File: src/rtl/hazard_unit.sv
// Hazard controller for the 5-stage RV32I pipeline: Execute-stage forwarding selects,
// load-use stall and branch flush, tracked from a registered shadow of E/M/W register fields.
module hazard_unit #(
    parameter int REG_AW = 5
) (
    input  logic              clk,
    input  logic              reset_n,
    input  logic [REG_AW-1:0] Rs1D,
    input  logic [REG_AW-1:0] Rs2D,
    input  logic [REG_AW-1:0] RdD,
    input  logic              RegWriteD,
    input  logic              LoadD,
    input  logic              PCSrcE,
    output logic [1:0]        ForwardAE,
    output logic [1:0]        ForwardBE,
    output logic              StallF,
    output logic              StallD,
    output logic              FlushD,
    output logic              FlushE
);

    logic [REG_AW-1:0] rs1_e_q, rs1_e_d;
    logic [REG_AW-1:0] rs2_e_q, rs2_e_d;
    logic [REG_AW-1:0] rd_e_q, rd_e_d;
    logic              regwrite_e_q, regwrite_e_d;
    logic              load_e_q, load_e_d;
    logic [REG_AW-1:0] rd_m_q, rd_w_q;
    logic              regwrite_m_q, regwrite_w_q;
    logic              lw_stall;

    // Memory result is younger than Writeback, so it wins when both match.
    function automatic logic [1:0] fwd_sel(
        input logic [REG_AW-1:0] rs,
        input logic [REG_AW-1:0] rd_m,
        input logic              rw_m,
        input logic [REG_AW-1:0] rd_w,
        input logic              rw_w
    );
        logic [1:0] sel;
        sel = 2'b00;
        if (rs != '0) begin
            if (rw_m && (rd_m == rs)) begin
                sel = 2'b10;
            end else if (rw_w && (rd_w == rs)) begin
                sel = 2'b01;
            end
        end
        return sel;
    endfunction

    assign ForwardAE = fwd_sel(rs1_e_q, rd_m_q, regwrite_m_q, rd_w_q, regwrite_w_q);
    assign ForwardBE = fwd_sel(rs2_e_q, rd_m_q, regwrite_m_q, rd_w_q, regwrite_w_q);

    // Rs2D is compared even when the Decode instruction has no rs2 (conservative stall).
    assign lw_stall = load_e_q & regwrite_e_q & (rd_e_q != '0) &
                      ((Rs1D == rd_e_q) | (Rs2D == rd_e_q));

    always_comb begin
        StallF = 1'b0;
        StallD = 1'b0;
        FlushD = 1'b1;
        FlushE = 1'b1;
        if (reset_n) begin
            StallF = lw_stall & ~PCSrcE;
            StallD = lw_stall & ~PCSrcE;
            FlushD = PCSrcE;
            FlushE = lw_stall | PCSrcE;
        end
    end

    always_comb begin
        rs1_e_d      = Rs1D;
        rs2_e_d      = Rs2D;
        rd_e_d       = RdD;
        regwrite_e_d = RegWriteD;
        load_e_d     = LoadD;
        if (FlushE) begin
            rs1_e_d      = '0;
            rs2_e_d      = '0;
            rd_e_d       = '0;
            regwrite_e_d = 1'b0;
            load_e_d     = 1'b0;
        end
    end

    always_ff @(posedge clk) begin
        if (!reset_n) begin
            rs1_e_q      <= '0;
            rs2_e_q      <= '0;
            rd_e_q       <= '0;
            regwrite_e_q <= 1'b0;
            load_e_q     <= 1'b0;
            rd_m_q       <= '0;
            regwrite_m_q <= 1'b0;
            rd_w_q       <= '0;
            regwrite_w_q <= 1'b0;
        end else begin
            rs1_e_q      <= rs1_e_d;
            rs2_e_q      <= rs2_e_d;
            rd_e_q       <= rd_e_d;
            regwrite_e_q <= regwrite_e_d;
            load_e_q     <= load_e_d;
            rd_m_q       <= rd_e_q;
            regwrite_m_q <= regwrite_e_q;
            rd_w_q       <= rd_m_q;
            regwrite_w_q <= regwrite_m_q;
        end
    end

endmodule
File: config.mk
export PLATFORM = sky130hd
export DESIGN_NAME = hazard_unit
export DESIGN_NICKNAME = d
export VERILOG_FILES = /design/src/rtl/hazard_unit.sv
export SDC_FILE = /design/constraint.sdc
export NUM_CORES = 1
export LEC_CHECK = 0
export CORE_MARGIN = 2
export CORE_UTILIZATION = 50
export CTS_BUF_LIST = sky130_fd_sc_hd__clkbuf_2
export DETAILED_ROUTE_END_ITERATION = 7
export PLACE_DENSITY_LB_ADDON = 0.08
export SLEW_MARGIN = 5
export SYNTH_ARGS = -nofsm -noshare
export SYNTH_HDL_FRONTEND = slang
export SYNTH_SLANG_ARGS = --single-unit
File: constraint.sdc
create_clock -name clk -period 4.6 [get_ports clk]
set_clock_uncertainty 0.15 [all_clocks]
set_input_delay 0.46 -clock clk [delete_from_list [all_inputs] [get_ports clk]]
set_output_delay 0.46 -clock clk [all_outputs]
set_load 0.01 [all_outputs]
==> Flow_metrics.wiki <==
{| class="wikitable"
! Metric !! Value
|-
| Result of the run || finished, final reports clean
|-
| Number of pins exceeding their max-slew limit in the final report || 0
|-
| Number of buffers inserted to repair setup after CTS || 0
|-
| Least setup slack across all paths after layout || 1410 ps
|-
| DRC violation count after routing || 0
|-
| Maximum number of pins on one net before global-route repair || 20
|-
| Cell Area, Synth || 1330 um2
|-
| Slew at the pin closest to its max-slew limit || 913 ps
|-
| Crit Path Class || flip-flop to primary output
|-
| Die footprint || 3090 um2
|-
| GRT Overall Usage || 0.185
|-
| Initial core utilization || 0.532
|-
| CTS clk-pin slew, worst paths || 150 ps
|-
| Pre-CTS setup slack || 1550 ps
|-
| Number of register bits inferred by synthesis || 29
|-
| Final global-route overflow total || 0
|-
| Count of buffers inserted at the top-level ports || 27
|-
| Cell area after layout || 1630 um2
|-
| Site Rows || 18
|-
| Std-Cell Core Area || 2500 um2
|-
| Number of primary I/O pins || 28
|-
| Via count of the first global-routing pass || 992
|-
| Count of unique library cells instantiated by Yosys || 27
|-
| Ant. Diodes || 0
|-
| Period minus WS final || 3190 ps
|-
| TNS Setup || 0 ps
|-
| RSZ-0062 raised after global routing || no
|-
| Final antenna-violating net count || 0
|-
| Worst slew slack as a fraction of its limit || 0.392
|-
| Layout cells sized above 1 || 0.112
|-
| Gate count after technology mapping || 141
|-
| Worst min path class || flip-flop to flip-flop
|-
| Clk_lat worst skew || 340 ps
|-
| Crit path DAT || 2580 ps
|-
| Width of the die || 55.6 um
|-
| Endpoint class of the critical path || primary output
|-
| DP Area || 1590 um2
|-
| Number of buffers on the longest clock path || 2
|-
| Via density || 5.06
|-
| Layout filler cell count || 215
|-
| First-iteration detailed-routing DRC count || 17
|-
| Number of gates given a new drive strength after cts || 0
|-
| Number of search-and-repair iterations in the first detailed-routing pass || 4
|-
| Leading cell type in the layout, fill and taps excluded || sky130_fd_sc_hd__dfxtp_1
|-
| Library cell used as clock root buffer || sky130_fd_sc_hd__clkbuf_2
|-
| Yosys warnings || 0
|-
| Peak ir drop on the vdd network || 0.000235 V
|-
| First-pass GRT wire length || 4.38 mm
|-
| Critical path startpoint category || flip-flop
|-
| Mean cell area of the mapped netlist || 9.43 um2
|-
| Highest net fanout along the worst path || 18
|-
| Nets in the synthesized netlist || 161
|-
| Upper clock frequency limit || 0.314 GHz
|-
| Total wirelength of the detailed-routed design || 2.60 mm
|-
| Routability congestion estimate || 0.918
|-
| Vias after detailed routing || 1012
|-
| Leakage || 0.617 nW
|-
| Final HPWL from detailed placement || 2.01 mm
|-
| Wirelength per Cell || 13.0 um
|-
| Deepest level of the CTS H-tree || 2
|-
| Number of max-cap violations || 0
|-
| Antenna violations before repair || 0
|-
| Power per standard cell area || 277 nW/um2
|-
| Crit share post-route || 0.693
|-
| Leading cell types in the layout, fill and taps excluded || 29 x sky130_fd_sc_hd__dfxtp_1, 27 x sky130_fd_sc_hd__clkdlybuf4s50_1, 22 x sky130_fd_sc_hd__xnor2_1
|-
| Nets || 189
|-
| Hold-fix buffers, CTS || 0
|-
| Part of the Yosys area used for sequential elements || 0.437
|-
| Area delta synth->final || 22.4%
|-
| Count of final setup violators || 0
|-
| Die Y || 55.6 um
|-
| TritonCTS clock tree || done
|-
| TritonCTS Buffers || 5
|-
| Clk sinks || 29
|-
| CP Data Required Time || 3990 ps
|-
| Final Hold Viols || 0
|}
routing by layer:
layer / global-route usage / part of all wire / vias up
met3: 0.0674 / 0.049 / 4
met5: 0 / 0 / -
met4: 0.0557 / 0.017 / 0
met2: 0.327 / 0.51 / 27
li1: - / - / 520
met1: 0.208 / 0.43 / 461
critical path, cell delays in order, from the launching register on:
cell and delay [ps]:
sky130_fd_sc_hd__dfxtp_1 440, sky130_fd_sc_hd__or3_1 150, sky130_fd_sc_hd__o311a_1 730, sky130_fd_sc_hd__inv_1 120, sky130_fd_sc_hd__nor3_1 210, sky130_fd_sc_hd__clkdlybuf4s50_1 580
cell usage after synthesis:
| master | number | area (um2) |
|---|---|---|
| sky130_fd_sc_hd__o21ai_0 | 1 | 5.00 |
| sky130_fd_sc_hd__or4_1 | 2 | 15.0 |
| sky130_fd_sc_hd__buf_6 | 1 | 11.3 |
| sky130_fd_sc_hd__xor2_1 | 8 | 70.1 |
| sky130_fd_sc_hd__nand2_1 | 21 | 78.8 |
| sky130_fd_sc_hd__a21oi_1 | 7 | 35.0 |
| sky130_fd_sc_hd__and2_2 | 1 | 7.51 |
| sky130_fd_sc_hd__nor2_1 | 4 | 15.0 |
| sky130_fd_sc_hd__o22ai_2 | 1 | 12.5 |
| sky130_fd_sc_hd__nand4_1 | 2 | 12.5 |
| sky130_fd_sc_hd__clkbuf_1 | 3 | 11.3 |
| sky130_fd_sc_hd__or3_1 | 1 | 6.26 |
| sky130_fd_sc_hd__and2_1 | 11 | 68.8 |
| sky130_fd_sc_hd__o311a_1 | 1 | 10.0 |
| sky130_fd_sc_hd__nor2b_1 | 1 | 6.26 |
| sky130_fd_sc_hd__dfxtp_1 | 29 | 581 |
| sky130_fd_sc_hd__xnor2_1 | 22 | 193 |
| sky130_fd_sc_hd__nand3_1 | 4 | 20.0 |
| sky130_fd_sc_hd__o22a_1 | 1 | 8.76 |
| sky130_fd_sc_hd__nor4b_1 | 2 | 17.5 |
| sky130_fd_sc_hd__buf_12 | 1 | 20.0 |
| sky130_fd_sc_hd__nor4_1 | 2 | 12.5 |
| sky130_fd_sc_hd__inv_1 | 2 | 7.51 |
| sky130_fd_sc_hd__nor3_1 | 1 | 5.00 |
| sky130_fd_sc_hd__buf_4 | 1 | 7.51 |
| sky130_fd_sc_hd__a21oi_2 | 10 | 87.6 |
| sky130_fd_sc_hd__buf_2 | 1 | 5.00 |
power by group:
group	internal [W]	total (W)	switching [W]
Clock	0.0000333	0.000117	0.0000840
Sequential	0.000260	0.000268	0.00000878
Combinational	0.0000374	0.0000650	0.0000277
path summary, 6_finish.rpt:
check	cells after the start	startpoint	slack (ps)	to
worst max-delay path	5	rd_e_q[0]	1410	StallD
worst min-delay path	1	regwrite_e_q	350	regwrite_m_q
worst max register to register	4	rd_e_q[0]	2640	rs1_e_q[1]
worst min register to register	1	regwrite_e_q	350	regwrite_m_q
metrics by stage:
step / power, W / cells / util / hold WS (ps)
floorplan: 0.000310 / 141 / - / 285
global placement: 0.000338 / 192 / 0.636 / 310
detailed placement: 0.000340 / 192 / 0.636 / 310
CTS: 0.000456 / 200 / 0.651 / 352
global route: 0.000475 / 200 / 0.651 / 375
finish: 0.000451 / 200 / 0.651 / 351
layout make-up:
class | count | area [um2] | area share
clock inverters | 3 | 12.5 | 0.00769
flip-flops and latches | 29 | 581 | 0.357
inverters | 2 | 7.51 | 0.00461
well taps | 30 | 37.5 | 0.0231
multi-input cells | 103 | 687 | 0.422
repair buffers | 28 | 278 | 0.171
clock buffers | 5 | 25.0 | 0.0154
cell families (layout without fill, tap and decap cells):
family          count (synthesis)  after routing  share of synthesized area
compound gates                 21             21                      0.119
xor+xnor                       30             30                      0.198
simple gates                   52             52                      0.199
buf+inv                         9             38                     0.0470
flops                          29             29                      0.437
flip-flops by register name (all words and copies together) (netlist names):
| register | cells |
|---|---|
| load_e_q | 1 |
| rd_e_q | 5 |
| rd_m_q | 5 |
| rd_w_q | 5 |
| regwrite_e_q | 1 |
| regwrite_m_q | 1 |
| regwrite_w_q | 1 |
| rs1_e_q | 5 |
| rs2_e_q | 5 |
(Power assumes the default switching activity.)
